### src/rtl/hs_arb_pkg.sv
// rtl/hs_arb_pkg.sv - shared types, constants and round-robin pick function for the packet arbiter
package hs_arb_pkg;

  typedef enum logic {
    ARB_IDLE = 1'b0,
    ARB_BUSY = 1'b1
  } arb_state_e;

  localparam int CNT_W     = 16;
  localparam int MAX_PORTS = 4;

  typedef logic [1:0] port_idx_t;

  // First requester after last_grant, wrapping modulo n_ports; all zeros when nobody asks.
  function automatic logic [MAX_PORTS-1:0] rr_pick(
    input logic [MAX_PORTS-1:0] req,
    input port_idx_t            last_grant,
    input int                   n_ports
  );
    logic [MAX_PORTS-1:0] gnt;
    port_idx_t            idx;
    gnt = '0;
    for (int k = 1; k <= MAX_PORTS; k++) begin
      idx = port_idx_t'((int'(last_grant) + k) % n_ports);
      if (k <= n_ports && gnt == '0 && req[idx]) begin
        gnt[idx] = 1'b1;
      end
    end
    return gnt;
  endfunction

endpackage

### src/rtl/hs_packet_arbiter_rr_pick.sv
// rtl/hs_packet_arbiter_rr_pick.sv - combinational round-robin priority select
module hs_rr_pick
  import hs_arb_pkg::*;
#(
  parameter int N_PORTS = 3
) (
  input  logic [N_PORTS-1:0] req,
  input  port_idx_t          last_grant,
  output logic [N_PORTS-1:0] gnt,
  output logic               found
);

  logic [MAX_PORTS-1:0] req_ext;
  logic [MAX_PORTS-1:0] gnt_ext;

  // Widen the request mask to the function's fixed width and narrow the grant back.
  always_comb begin
    req_ext                = '0;
    req_ext[N_PORTS-1:0]   = req;
    gnt_ext                = rr_pick(req_ext, last_grant, N_PORTS);
    gnt                    = gnt_ext[N_PORTS-1:0];
    found                  = |gnt_ext;
  end

endmodule

### src/rtl/hs_packet_arbiter.sv
// rtl/hs_packet_arbiter.sv - packet-granular round-robin merge of N requester streams
module hs_packet_arbiter
  import hs_arb_pkg::*;
#(
  parameter int N_PORTS = 3,
  parameter int DW      = 32
) (
  input  logic                     clk,
  input  logic                     MIB_MASTER_RESET,
  input  logic [N_PORTS*DW-1:0]    i_data,
  input  logic [N_PORTS-1:0]       i_last,
  input  logic [N_PORTS-1:0]       i_valid,
  output logic [N_PORTS-1:0]       o_ready_req,
  input  logic [N_PORTS-1:0]       i_port_en,
  output logic [DW-1:0]            o_data,
  output logic                     o_last,
  output logic                     o_valid,
  input  logic                     i_ready,
  output logic [N_PORTS-1:0]       o_grant,
  output logic [N_PORTS*CNT_W-1:0] o_pkt_cnt
);

  arb_state_e               state_q, state_d;
  logic [N_PORTS-1:0]       grant_q, grant_d;
  port_idx_t                last_grant_q, last_grant_d;
  logic [DW-1:0]            data_q, data_d;
  logic                     last_q, last_d;
  logic                     valid_q, valid_d;
  logic [N_PORTS*CNT_W-1:0] pkt_cnt_q, pkt_cnt_d;

  logic [N_PORTS-1:0]       pick_gnt;
  logic                     pick_found;
  logic                     sel_valid;
  logic                     sel_last;
  logic [DW-1:0]            sel_data;
  port_idx_t                g_idx;
  logic                     ready_g;
  logic                     ld;
  logic                     done;

  hs_rr_pick #(
    .N_PORTS (N_PORTS)
  ) u_pick (
    .req        (i_valid & i_port_en),
    .last_grant (last_grant_q),
    .gnt        (pick_gnt),
    .found      (pick_found)
  );

  // Route the granted requester onto the shared side; the enable mask is not consulted here.
  always_comb begin
    sel_valid = 1'b0;
    sel_last  = 1'b0;
    sel_data  = '0;
    g_idx     = '0;
    for (int p = 0; p < N_PORTS; p++) begin
      if (grant_q[p]) begin
        sel_valid = i_valid[p];
        sel_last  = i_last[p];
        sel_data  = i_data[p*DW +: DW];
        g_idx     = port_idx_t'(p);
      end
    end
    ready_g = (state_q == ARB_BUSY) && (!valid_q || i_ready);
    ld      = ready_g && sel_valid;
    done    = ld && sel_last;
  end

  // Next-state: IDLE picks an owner, BUSY loads words until the last one is taken.
  always_comb begin
    state_d      = state_q;
    grant_d      = grant_q;
    last_grant_d = last_grant_q;
    pkt_cnt_d    = pkt_cnt_q;
    data_d       = ld ? sel_data : data_q;
    last_d       = ld ? sel_last : last_q;
    valid_d      = ld ? 1'b1 : ((valid_q && i_ready) ? 1'b0 : valid_q);
    case (state_q)
      ARB_IDLE: begin
        if (pick_found) begin
          state_d = ARB_BUSY;
          grant_d = pick_gnt;
        end
      end
      ARB_BUSY: begin
        if (done) begin
          state_d      = ARB_IDLE;
          grant_d      = '0;
          last_grant_d = g_idx;
          for (int p = 0; p < N_PORTS; p++) begin
            if (grant_q[p]) begin
              pkt_cnt_d[p*CNT_W +: CNT_W] = pkt_cnt_q[p*CNT_W +: CNT_W] + CNT_W'(1);
            end
          end
        end
      end
      default: state_d = ARB_IDLE;
    endcase
  end

  // Arbiter state and registered output stage; reset leaves port 0 with first priority.
  always_ff @(posedge clk or negedge MIB_MASTER_RESET) begin
    if (!MIB_MASTER_RESET) begin
      state_q      <= ARB_IDLE;
      grant_q      <= '0;
      last_grant_q <= port_idx_t'(N_PORTS - 1);
      data_q       <= '0;
      last_q       <= 1'b0;
      valid_q      <= 1'b0;
      pkt_cnt_q    <= '0;
    end else begin
      state_q      <= state_d;
      grant_q      <= grant_d;
      last_grant_q <= last_grant_d;
      data_q       <= data_d;
      last_q       <= last_d;
      valid_q      <= valid_d;
      pkt_cnt_q    <= pkt_cnt_d;
    end
  end

  assign o_ready_req = ready_g ? grant_q : '0;
  assign o_data      = data_q;
  assign o_last      = last_q;
  assign o_valid     = valid_q;
  assign o_grant     = grant_q;
  assign o_pkt_cnt   = pkt_cnt_q;

endmodule
### config.mk
export PLATFORM = sky130hd
export DESIGN_NAME = hs_packet_arbiter
export DESIGN_NICKNAME = d
export VERILOG_FILES = /design/src/rtl/hs_arb_pkg.sv /design/src/rtl/hs_packet_arbiter_rr_pick.sv /design/src/rtl/hs_packet_arbiter.sv
export SDC_FILE = /design/constraint.sdc
export NUM_CORES = 1
export LEC_CHECK = 0
export CAP_MARGIN = 30
export CELL_PAD_IN_SITES_DETAIL_PLACEMENT = 2
export CELL_PAD_IN_SITES_GLOBAL_PLACEMENT = 2
export CORE_MARGIN = 8
export CORE_UTILIZATION = 25
export DETAILED_ROUTE_END_ITERATION = 12
export PLACE_DENSITY = 0.83
export SKIP_CTS_REPAIR_TIMING = 1
export SLEW_MARGIN = 40
export SYNTH_ARGS = -nofsm -noshare
export SYNTH_HDL_FRONTEND = slang
export SYNTH_SLANG_ARGS = --single-unit
### constraint.sdc
create_clock -name clk -period 2.5 [get_ports clk]
set_input_delay 0.25 -clock clk [delete_from_list [all_inputs] [get_ports clk]]
set_output_delay 0.25 -clock clk [all_outputs]
set_load 0.1 [all_outputs]
==> metrics.txt <==
Final WS setup around 100 ps; PD cells 1250 nW/um^2; CTS tree yes; post-synthesis mux area share less than 1%; Max Cap Viol 0; ys async rst share 100.0%; Leak around 3.2 nW; commonest non-fill, non-tap cell in the layout clkdlybuf4s50_1; Synth Register Bits 88; Finish-stage setup viols 0; worst skew pair latency about 350 ps; Clock Path Buffers 2; wire per inst 20.92 microns; number of synthesized flops with an enable pin 0; Synth Area in Compound Gates 18.44%; xor and xnor area share after synthesis under 10%; dpl hpwl roughly 14000 microns; all-layer global routing usage ~16%; R2R Setup Slk about 100 ps; fill count ~1900; WP buf/inv 1; Placer Congestion about 0.87; dpl cell area 6653 sq um; RSZ-0062 raised after global routing no; vias in the first global route ~5000; r2r startpoint last_grant_q[1]$_DFFE_PN1P_; minimum clock period between 2000 and 2500 ps; Die Span Y roughly 150 microns; TritonCTS Buffers 9; design area just under 7000 sq um; final wirelength around 18000 microns; Post-Syn Instances 460; Final Hold Vio Count 0; Netlist Area Pre-Place ~4600 sq um; Antenna diodes 0; ys flop type dfrtp_1; crit path cell chain inv_1 > ha_2 > nand2b_1 > nor4b_1 > nor3_1 > o311a_1 > a21oi_2 > o221ai_1; Final Max Tran Viols 0; Initial Util between 20% and 30%; Max Clock Skew around 11 ps; Tot Pwr 0.008705 W; number of core rows 49; Synth Area per Inst 10.06 sq um; Worst path max stage delay about 580 ps; H-tree Lvls 3; Reg2Reg Capture Point o_grant[0]$_DFFE_PN0P_; Die Width 152.0 microns; via count between 4000 and 5000; CP max FO 12; first-pass GRT wire length approximately 30000 microns; router iterations before antenna repair 4; clock slew at reported path FFs roughly 80 ps; drt via density 5.068; Worst Path Arrival between 2000 and 3000 ps; Core Box Area ~18000 sq um; Crit path max-delay family compound AO/OA/AOI/OAI gates; post-synthesis adder-cell area fraction under 10%; largest family of logic cells by synthesized area simple AND/OR/NAND/NOR gates; root cell of the clock tree clkbuf_16; maximum vdd drop between 500 and 600 uV; Reg2Reg Depth 8; largest net degree at the start of global routing 67; register area share after synthesis between 40% and 50%; clk sink count 88; fin crit share a little over nine tenths; yosys warns 0; share of layout cells above drive strength 1 between 20% and 30%; highest clock rate 0.4171 GHz; Worst Path Class, Setup reg -> reg; Iter 0 DRT Violations ~180; Synth cell types 57; Max transition margin ~53%; Final Util 38.49%; Worst setup EP type flip-flop; slowest stage cell, crit path dfstp_2; Worst setup SP type flip-flop; GRT overflow 0; Synthesized Nets approximately 580; initial antenna violation count 0; critical path data required time between 2000 and 3000 ps; status finished, final reports clean; Worst Tran Pin Value around 700 ps; Synth Area in Simple Gates a little under a fifth; most frequent cells in the layout clkdlybuf4s50_1, buf_4, dfrtp_1; pre-CTS WS -29.61 ps; I/O pin cnt between 150 and 200; antenna-violating nets left 0; Area Overhead vs Synth 50.46%; final hold slack between 400 and 500 ps; total die area 23120 sq um; Net count, final between 700 and 800; Port Buffers a little under 200; Post-route DRC 0; Hold Path Class in -> async
[how the worst max path moves through the flow]
stage | start | endpoint | slack (ps) | cells after the start
global route | last_grant_q[1]$_DFFE_PN1P_ | o_grant[0]$_DFFE_PN0P_ | 10 | 8
CTS | last_grant_q[0]$_DFFE_PN0P_ | o_grant[0]$_DFFE_PN0P_ | -50 | 8
global placement | last_grant_q[1]$_DFFE_PN1P_ | o_grant[0]$_DFFE_PN0P_ | 130 | 7
detailed placement | last_grant_q[0]$_DFFE_PN0P_ | o_grant[0]$_DFFE_PN0P_ | -30 | 8
finish | last_grant_q[1]$_DFFE_PN1P_ | o_grant[0]$_DFFE_PN0P_ | 100 | 8
floorplan | o_grant[1]$_DFFE_PN0P_ | o_ready_req[1] | -20 | 4
[state kept, by name, indices dropped and copies added (netlist names)]
register,flops
o_pkt_cnt,48
o_data,32
o_grant,3
last_grant_q,2
o_last,1
o_valid,1
state_q,1
[synthesized netlist by cell type, types with 5 or more instances]
cell	instances	area (sq um)
dfrtp_1	87	2177
o21ai_0	68	340.3
nand2_1	55	206.5
xnor2_1	34	297.8
a221o_1	31	310.3
nand3_1	24	120.1
and3_1	22	137.6
clkbuf_1	18	67.56
nor2_1	12	45.04
nand4_1	11	68.82
xor2_1	11	96.34
ha_1	7	87.58
buf_2	5	25.02
buf_4	5	37.54
inv_1	5	18.77
[per-stage QoR]
step	TNS [ps]	cells
2_1_floorplan	-15.08	460
3_3_place_gp	0	864
3_5_place_dp	-29.61	864
4_1_cts	-46.53	879
5_1_grt	0	881
6_report	0	881
[layout make-up]
type | instances | area, sq um | share of cell area, %
Clock buffer | 9 | 225.2 | 3.235
Tap cell | 229 | 286.5 | 4.116
Sequential cell | 88 | 2206 | 31.69
Multi-Input combinational cell | 336 | 2270 | 32.60
Timing Repair Buffer | 208 | 1904 | 27.35
Clock inverter | 6 | 51.30 | 0.7369
Inverter | 5 | 18.77 | 0.2696
[metal layers]
metal / global-route usage (%) / wire [microns] / vias up
met5: 0 / 0 / -
met4: 6.140 / 382 / 0
met3: 2.864 / 712 / 22
met2: 29.29 / 9992 / 123
met1: 17.63 / 7343 / 2261
li1: - / - / 2059
[worst register-to-register path, cell delays in order, from the launching register on]
cell and delay, ps:
dfstp_2 580, inv_1 70, ha_2 250, nand2b_1 160, nor4b_1 350, nor3_1 150
o311a_1 410, a21oi_2 160, o221ai_1 140
[kinds of logic (layout without fill, tap and decap cells)]
group / Yosys count / after routing
buffers and inverters: 36 / 228
adder cells (fa/ha/maj): 7 / 7
XOR/XNOR: 45 / 45
multiplexers: 4 / 4
AO/OA/AOI/OAI: 123 / 123
flip-flops: 88 / 88
AND/OR/NAND/NOR: 157 / 157
[report_power, final]
| part | internal (W) | total, W | leakage, nW | switching [W] |
|---|---|---|---|---|
| combinational | 0.00148 | 0.00532 | 1.85 | 0.00385 |
| clock | 0.000683 | 0.00129 | 0.133 | 0.000612 |
| sequential | 0.00176 | 0.00209 | 1.17 | 0.000323 |
| total | 0.00392 | 0.00870 | 3.15 | 0.00478 |
Power figures use the tool's default switching activity.
